`config.mk`:
```
export PLATFORM = sky130hd
export DESIGN_NAME = fetch_sequencer
export DESIGN_NICKNAME = d
export VERILOG_FILES = /design/src/rtl/fetch_sequencer_pkg.sv /design/src/rtl/fetch_timeout.sv /design/src/rtl/fetch_sequencer.sv
export SDC_FILE = /design/constraint.sdc
export NUM_CORES = 1
export LEC_CHECK = 0
export BUFFER_PORTS_ARGS = -buffer_cell sky130_fd_sc_hd__buf_2
export CORE_UTILIZATION = 45
export CTS_CLUSTER_DIAMETER = 150
export CTS_CLUSTER_SIZE = 14
export DETAILED_ROUTE_END_ITERATION = 10
export HOLD_SLACK_MARGIN = 0.15
export PLACE_DENSITY = 0.81
export SYNTH_ARGS = -nofsm -noshare
export SYNTH_HDL_FRONTEND = slang
export SYNTH_HIERARCHICAL = 1
export SYNTH_SLANG_ARGS = --single-unit
```
`constraint.sdc`:
```
create_clock -name i_clk -period 2.3 [get_ports i_clk]
set_clock_uncertainty 0.05 [all_clocks]
set_input_delay 0.23 -clock i_clk [delete_from_list [all_inputs] [get_ports i_clk]]
set_output_delay 0.23 -clock i_clk [all_outputs]
set_load 0.01 [all_outputs]
```
`src/rtl/fetch_sequencer_pkg.sv`:
```
// Shared types and widths for the instruction fetch sequencer.
package fetch_sequencer_pkg;

    localparam int PC_W    = 16;
    localparam int INSTR_W = 18;
    localparam int TOUT_W  = 8;

    typedef enum logic [1:0] {
        ST_IDLE  = 2'b00,
        ST_FETCH = 2'b01,
        ST_EXEC  = 2'b10,
        ST_HALT  = 2'b11
    } state_t;

endpackage

```
`src/rtl/fetch_timeout.sv`:
```
// Fetch wait counter: counts stalled FETCH cycles, flags when the limit is reached.
module fetch_timeout
    import fetch_sequencer_pkg::*;
#(
    parameter logic [TOUT_W-1:0] LIMIT = 8'd255
) (
    input  logic clk,
    input  logic rst_n,
    input  logic clear,
    input  logic enable,
    output logic tc
);

    logic [TOUT_W-1:0] count;

    always_ff @(posedge clk or negedge rst_n) begin
        if (!rst_n) begin
            count <= '0;
        end else if (clear) begin
            count <= '0;
        end else if (enable) begin
            count <= count + 1'b1;
        end
    end

    assign tc = (count == LIMIT);

endmodule

```
`src/rtl/fetch_sequencer.sv`:
```
// Instruction fetch/execute sequencer with fetch timeout fault and retire counter.
//   state    | meaning
//   IDLE     | one cycle after reset release
//   FETCH    | request word at PC, wait for valid or timeout
//   EXEC     | instruction presented to control unit until not stalled
//   HALT     | fetch timed out; frozen until reset
module fetch_sequencer
    import fetch_sequencer_pkg::*;
#(
    parameter logic [PC_W-1:0]   RESET_PC = 16'h0000,
    parameter logic [TOUT_W-1:0] TIMEOUT  = 8'd255
) (
    input  logic               i_clk,
    input  logic               i_rst_n,
    output logic [PC_W-1:0]    o_imemAddr,
    output logic               o_imemReq,
    input  logic [INSTR_W-1:0] i_imemData,
    input  logic               i_imemValid,
    output logic [INSTR_W-1:0] o_instruction,
    output logic               o_instrValid,
    input  logic               i_stall,
    input  logic               i_jTaken,
    input  logic [PC_W-1:0]    i_jTarget,
    output logic [PC_W-1:0]    o_pc,
    output logic               o_fault,
    output logic [PC_W-1:0]    o_retired
);

    state_t             state_q, state_d;
    logic [PC_W-1:0]    pc_q, pc_d;
    logic [INSTR_W-1:0] instr_q, instr_d;
    logic               fault_q, fault_d;
    logic [PC_W-1:0]    retired_q, retired_d;
    logic               tout_clear, tout_enable, tout_tc;

    fetch_timeout #(.LIMIT(TIMEOUT)) u_timeout (
        .clk    (i_clk),
        .rst_n  (i_rst_n),
        .clear  (tout_clear),
        .enable (tout_enable),
        .tc     (tout_tc)
    );

    always_comb begin
        state_d     = state_q;
        pc_d        = pc_q;
        instr_d     = instr_q;
        fault_d     = fault_q;
        retired_d   = retired_q;
        tout_clear  = 1'b0;
        tout_enable = 1'b0;
        case (state_q)
            ST_IDLE: state_d = ST_FETCH;
            ST_FETCH: begin
                // A word arriving on the terminal-count cycle still wins over the fault.
                if (i_imemValid) begin
                    instr_d    = i_imemData;
                    tout_clear = 1'b1;
                    state_d    = ST_EXEC;
                end else if (tout_tc) begin
                    fault_d = 1'b1;
                    state_d = ST_HALT;
                end else begin
                    tout_enable = 1'b1;
                end
            end
            ST_EXEC: begin
                if (!i_stall) begin
                    retired_d = retired_q + 1'b1;
                    pc_d      = i_jTaken ? i_jTarget : pc_q + 1'b1;
                    state_d   = ST_FETCH;
                end
            end
            ST_HALT: state_d = ST_HALT;
            default: state_d = ST_IDLE;
        endcase
    end

    always_ff @(posedge i_clk or negedge i_rst_n) begin
        if (!i_rst_n) begin
            state_q   <= ST_IDLE;
            pc_q      <= RESET_PC;
            instr_q   <= '0;
            fault_q   <= 1'b0;
            retired_q <= '0;
        end else begin
            state_q   <= state_d;
            pc_q      <= pc_d;
            instr_q   <= instr_d;
            fault_q   <= fault_d;
            retired_q <= retired_d;
        end
    end

    assign o_imemAddr    = pc_q;
    assign o_pc          = pc_q;
    assign o_imemReq     = (state_q == ST_FETCH);
    assign o_instrValid  = (state_q == ST_EXEC);
    assign o_instruction = instr_q;
    assign o_fault       = fault_q;
    assign o_retired     = retired_q;

endmodule

```
==> results by group, run 1 <==
Outcome
  – Status: finished, final reports clean

Pwr
  – Pwr dens: 1030 nW/um^2
  – Static Leak: approximately 1.9 nW
  – Maximum vdd drop: 0.673 mV

Global routing
  – Largest net degree at the start of global routing: 42
  – Total global-route track usage: between 20% and 30%
  – Gr ovfl total: 0
  – Initial antenna violation count: 0
  – Vias in the first global route: about 2500
  – First-pass GRT wire length: between 10000 and 15000 um

STA
  – Tcrit/Tclk final: between 80% and 90%
  – Crit path time final: 1.97 ns
  – Fmax: 0.508 GHz
  – Setup_tns: 0 ns
  – PnR worst setup slack: ~0.33 ns
  – Max-slew violations: 0
  – RSZ-0062 raised after global routing: false
  – Slew margin rel.: around 65%
  – Setup Viol. Count Final: 0
  – Final Hold Fails: 0
  – Worst hold slack: around 0.18 ns
  – Worst Tran Pin Value: 0.525 ns

Detailed routing
  – Starting DRC count in detailed routing: 120
  – Vias: between 2000 and 3000
  – DRT Pass-1 Iters: 4
  – Wirelength per Cell: 14.5 um
  – Drt via density: approximately 5.3
  – DRC Markers: 0
  – WL final: 7100 um
  – Remaining antenna violation count: 0

Synth
  – Share of the synthesized area in the top cell type: 50.9%
  – Synthesized instance count: 283
  – Simple-gate share of the synthesized area: between 10% and 20%
  – Syn avg cell area: 10.6 um^2
  – Post-synth net total: roughly 330
  – Yosys cell types: 43
  – Synth warn: 6
  – Main combinational cell family by area after synthesis: simple AND/OR/NAND/NOR gates
  – Syn Std Cell Area: 3000 um^2
  – Synth Register Bits: between 60 and 70
  – Ranking of synthesized cells by area: dfrtp_1 (51%), mux2_2 (6.8%), buf_4 (4.3%)
  – Yosys top cell by area: dfrtp_1
  – Xor/xnor cell area share of the yosys netlist: about 5.6%
  – Synth Area in Adders: between 1 and 1.5%
  – Sequential-to-total area share from yosys stat: roughly 51%
  – Mux share of post-synthesis cell area: under 10%
  – Synth Area in Compound Gates: between 10% and 20%

Layout
  – Commonest non-fill, non-tap cell in the layout: buf_2
  – Most frequent cells in the layout: buf_2 (107), dfrtp_1 (61), dlygate4sd3_1 (30)
  – Fraction of layout cells with a size suffix above 1: 36.7%
  – Layout Nets: roughly 450
  – Design area: roughly 4000 um^2
  – FILL cells: 521
  – Synth-to-layout area growth: 34.0%
  – # diodes: 0

Floorplan
  – Die H: 83.6 um
  – Initial core utilization: 46.9%
  – Placeable Area: ~6400 um^2
  – Die area: 6990 um^2
  – Ports: approximately 110
  – Die width: 83.6 um
  – Number of core rows: 29

Clocking
  – CTS tree: yes
  – CTS Sinks: between 60 and 70
  – Post-cts sizing count: 0
  – CTS root buf: clkbuf_8
  – Max Root-Sink Buffers: 2
  – Num CTS Buffers: 9
  – H-tree Lvls: 3
  – Clock transition at the registers of the reported paths: roughly 0.070 ns
  – Hold_buf cts: 30
  – Post-CTS setup buffer count: 0
  – Skew-Pair Late Insertion Delay: between 0.3 and 0.4 ns

Run
  – MaxCap Viol Count: 0

Critical path
  – FF-to-FF path depth: 8
  – Critical path required time: 2.47 ns
  – R2r setup slk: 0.35 ns
  – CP startpoint: i_stall
  – CP Capture Point: o_retired[15]
  – Crit Path Category: in -> reg
  – Worst r2r dst: u_timeout/count[7]
  – Worst r2r src: u_timeout/count[0]
  – Worst Path Arrival: between 2 and 2.5 ns
  – Nature of the critical path endpoint: flip-flop
  – Worst Path Max Fanout: 22
  – CP startpoint kind: primary input

Placed design
  – Setup WS pre-CTS: 0.368 ns
  – IO buf count: around 110
  – Placer Congestion: a little under 0.8
  – Placed cell area: 3520 um^2
  – Final HPWL DP: 4570 um

Min path
  – Worst Hold Depth: 3
  – Hold Path Class: in -> reg
[cells in the mapped netlist, drive strengths merged]
cell / n
mux2i: 4
nand3b: 1
and3: 4
mux2: 18
nor2: 14
nand2b: 1
and2: 1
or2b: 1
nor3: 7
nor3b: 2
or3b: 1
a21o: 1
nand2: 20
a22o: 1
xnor2: 11
nand4: 10
or3: 8
buf: 23
o31ai: 1
inv: 6
nor4: 4
a311oi: 1
xor2: 8
dfrtp: 61
a22oi: 1
o22ai: 5
o211ai: 3
ha: 3
clkbuf: 4
o2bb2ai: 1
and4: 3
o21ai: 17
nand3: 12
a21oi: 19
a211oi: 4
nor2b: 1
or4: 1
[layer usage]
metal  vias to the layer above  wire (um)  track usage, %
met2                        84       3590            35.1
li1                       1257          -               -
met1                      1255       3060            26.0
met4                         0        109            8.63
met3                        10        336            4.95
met5                         -          0               0
[cells by family (layout without fill, tap and decap cells)]
group | after synthesis | count (layout)
simple gates | 91 | 91
flops | 61 | 61
compound gates | 54 | 54
buf+inv | 33 | 164
mux | 22 | 22
xor+xnor | 19 | 19
fa+ha+maj | 3 | 3
[where the power goes]
part / internal [W] / switching [W] / leakage [nW] / total (W)
Sequential: 0.00141 / 0.000342 / 0.767 / 0.00175
Combinational: 0.000688 / 0.000733 / 1.07 / 0.00142
Clock: 0.000503 / 0.000447 / 0.0954 / 0.000950
[worst max-delay path: stages]
cell	delay, ns
dlygate4sd3_1	0.53
buf_2	0.16
or3b_4	0.51
nor4_4	0.41
nand4_1	0.15
xnor2_1	0.14
[how the worst min path moves through the flow]
stage                             from            end  slack [ns]
after floorplan                i_rst_n        o_fault       -0.12
after global placement         i_rst_n  o_imemAddr[8]        0.20
after detailed placement       i_rst_n  o_imemAddr[8]        0.19
after CTS                 i_jTarget[9]  o_imemAddr[9]        0.15
after global routing      i_jTarget[9]  o_imemAddr[9]        0.15
final                     i_jTarget[9]  o_imemAddr[9]        0.18
[registers in the layout, summed over array words and instances, names as in the netlist]
register / flops
o_instruction: 18
state_q: 2
u_timeout/count: 8
o_fault: 1
o_imemAddr: 16
o_retired: 16
[cell type report]
class / count / area, um^2 / share of cell area [%]
Clock buffer: 9 / 124 / 3.08
Multi-Input combinational cell: 189 / 1280 / 32.0
Sequential cell: 61 / 1530 / 38.0
Inverter: 6 / 22.5 / 0.561
Timing Repair Buffer: 142 / 886 / 22.1
Tap cell: 77 / 96.3 / 2.40
Clock inverter: 7 / 76.3 / 1.90
[through the flow]
stage          power (W)  cells  util (%)
3_5_place_dp     0.00315    445      55.1
6_report         0.00412    491      62.9
4_1_cts          0.00414    491      62.9
5_1_grt          0.00439    491      62.9
2_1_floorplan    0.00266    283         -
3_3_place_gp     0.00309    445      55.1
Note: power is estimated with default switching activity, not from simulation.
==> run 2, diff against run 1 <==
--- a/config.mk
+++ b/config.mk
@@ -6,12 +6,14 @@
 export NUM_CORES = 1
 export LEC_CHECK = 0
 export BUFFER_PORTS_ARGS = -buffer_cell sky130_fd_sc_hd__buf_2
-export CORE_UTILIZATION = 45
+export CELL_PAD_IN_SITES_DETAIL_PLACEMENT = 1
+export CELL_PAD_IN_SITES_GLOBAL_PLACEMENT = 1
+export CORE_UTILIZATION = 37
 export CTS_CLUSTER_DIAMETER = 150
 export CTS_CLUSTER_SIZE = 14
 export DETAILED_ROUTE_END_ITERATION = 10
 export HOLD_SLACK_MARGIN = 0.15
-export PLACE_DENSITY = 0.81
+export PLACE_DENSITY = 0.86
 export SYNTH_ARGS = -nofsm -noshare
 export SYNTH_HDL_FRONTEND = slang
 export SYNTH_HIERARCHICAL = 1
==> results by group, run 2 (synthesized netlist as in run 1, its figures left out) <==
STA
  – Worst Tran Pin Value: around 0.43 ns
  – Tcrit/Tclk final: 88.3%
  – Fmax: slightly below 0.5 GHz
  – Crit path time final: between 2 and 2.5 ns
  – Final Hold Fails: 0
  – Slew margin rel.: ~71%
  – Setup Viol. Count Final: 0
  – Max-slew violations: 0
  – RSZ-0062 raised after global routing: false
  – Setup_tns: 0 ns

Floorplan
  – Number of core rows: 32
  – Placeable Area: just under 8000 um^2
  – Die H: approximately 92 um
  – Ports: ~110
  – Die area: roughly 8500 um^2
  – Die width: about 92 um
  – Initial core utilization: 38.6%

Global routing
  – Gr ovfl total: 0
  – Vias in the first global route: between 2000 and 3000
  – First-pass GRT wire length: approximately 13000 um
  – Initial antenna violation count: 0
  – Largest net degree at the start of global routing: 34
  – Total global-route track usage: between 10% and 20%

Pwr
  – Static Leak: 1.95 nW
  – Maximum vdd drop: 0.570 mV
  – Power Total: between 0.004 and 0.005 W
  – Pwr dens: roughly 1100 nW/um^2

Critical path
  – Crit-path cells: dlygate4sd3_1, buf_2, or3b_4, nor4_4, nand4_1, xnor2_1
  – Worst path bufs/invs: 2
  – Worst path slowest cell: dlygate4sd3_1
  – Nature of the critical path endpoint: flip-flop
  – Max incr delay on CP: about 0.55 ns
  – CP startpoint kind: primary input
  – Critical path required time: 2.46 ns
  – Worst Path Max Fanout: 22
  – CP Depth: 6
  – FF-to-FF path depth: 8
  – Cell family with most CP delay: simple AND/OR/NAND/NOR gates
  – Worst Path Arrival: between 2 and 2.5 ns
  – Crit Path Category: in -> reg

Placed design
  – IO buf count: approximately 110
  – Final HPWL DP: around 5400 um
  – Placed cell area: 3550 um^2
  – Placer Congestion: approximately 0.77

Detailed routing
  – DR top layer: met4
  – DRT Pass-1 Iters: 4
  – Vias: 2670
  – WL final: roughly 8000 um
  – M1 WL: between 3000 and 4000 um
  – Starting DRC count in detailed routing: 68
  – Wirelength per Cell: roughly 15 um
  – Remaining antenna violation count: 0
  – Met2 Routed Length: roughly 4000 um
  – Wire length on met3: around 370 um
  – DRC Markers: 0
  – Drt via density: 5.18

Clocking
  – CTS tree: yes
  – Max Root-Sink Buffers: 2
  – Skew-Pair Late Insertion Delay: approximately 0.33 ns
  – Num CTS Buffers: 9
  – CTS Sinks: approximately 60
  – Post-CTS setup buffer count: 0
  – H-tree Lvls: 3
  – CTS root buf: clkbuf_8
  – Clock transition at the registers of the reported paths: around 0.070 ns

Layout
  – Max FFs per register: 18
  – Commonest non-fill, non-tap cell in the layout: buf_2
  – Design area: around 4000 um^2
  – Fraction of layout cells with a size suffix above 1: around 37%
  – FILL cells: 899
  – Most frequent cells in the layout: buf_2 (107), dfrtp_1 (61), dlygate4sd3_1 (27)
  – Synth-to-layout area growth: 34.9%
  – # diodes: 0
  – Layout Nets: 450

Run
  – MaxCap Viol Count: 0

Min path
  – Hold Path Class: in -> reg
  – Worst Hold Depth: 3

Outcome
  – Status: finished, final reports clean
==> run 2: changes by cell type in the layout (fill, tap and decap cells not counted) <==
cell | previous run | this run
clkinvlp_4 | 2 | 0
clkbuf_8 | 9 | 11
bufinv_16 | 1 | 2
buf_4 | 4 | 7
clkbuf_1 | 0 | 1
buf_12 | 1 | 0
dlygate4sd3_1 | 30 | 27
clkinv_2 | 1 | 2
clkinv_4 | 3 | 0
==> run 2: metal layers <==
| metal | GRT usage, % | vias up |
|---|---|---|
| met5 | 0 | - |
| met4 | 6.38 | 0 |
| met3 | 4.06 | 11 |
| met2 | 33.3 | 86 |
| met1 | 24.2 | 1323 |
| li1 | - | 1250 |
==> run 2: cell type report <==
| type | instances | area (um^2) | area share, % |
|---|---|---|---|
| clock buffers | 12 | 155 | 3.84 |
| well taps | 102 | 128 | 3.15 |
| flip-flops and latches | 61 | 1530 | 37.7 |
| inverters | 6 | 22.5 | 0.557 |
| repair buffers | 141 | 858 | 21.2 |
| clock inverters | 4 | 70.1 | 1.73 |
| multi-input cells | 189 | 1280 | 31.8 |
==> run 2: final timing paths <==
check	from	to	slack, ns
max	i_stall	o_retired[15]	0.27
min	i_jTarget[9]	o_imemAddr[9]	0.17
max reg2reg	u_timeout/count[0]	u_timeout/count[5]	0.27
min reg2reg	o_fault	o_fault	0.42
max in group asynchronous	i_rst_n	o_imemAddr[11]	1.45
min in group asynchronous	i_rst_n	o_instruction[2]	0.41
==> run 2: per-stage QoR <==
step | utilization (%) | hold slack (ns) | cells | worst slack [ns]
after CTS | 52.1 | 0.161 | 515 | 0.280
after detailed placement | 45.7 | 0.241 | 472 | 0.308
after floorplan | - | -0.116 | 283 | 0.462
after global routing | 52.1 | 0.183 | 515 | 0.138
after global placement | 45.7 | 0.234 | 472 | 0.435
final | 52.1 | 0.168 | 515 | 0.269
==> run 2: what timing repair did <==
action	in CTS	in global routing
hold buffers	27	0
resized for setup	0	0
endpoints found under the hold margin	88	0
==> run 2: worst min-delay path: stages <==
cell     delay, ns
buf_2         0.08
o22ai_1       0.06
a22oi_1       0.13
==> run 2: where the power goes <==
group | leakage (nW) | switching, W | total, W | internal (W)
clock | 0.116 | 0.000412 | 0.00108 | 0.000666
combinational | 1.07 | 0.000755 | 0.00144 | 0.000685
sequential | 0.767 | 0.000355 | 0.00177 | 0.00141
total | 1.95 | 0.00152 | 0.00428 | 0.00276
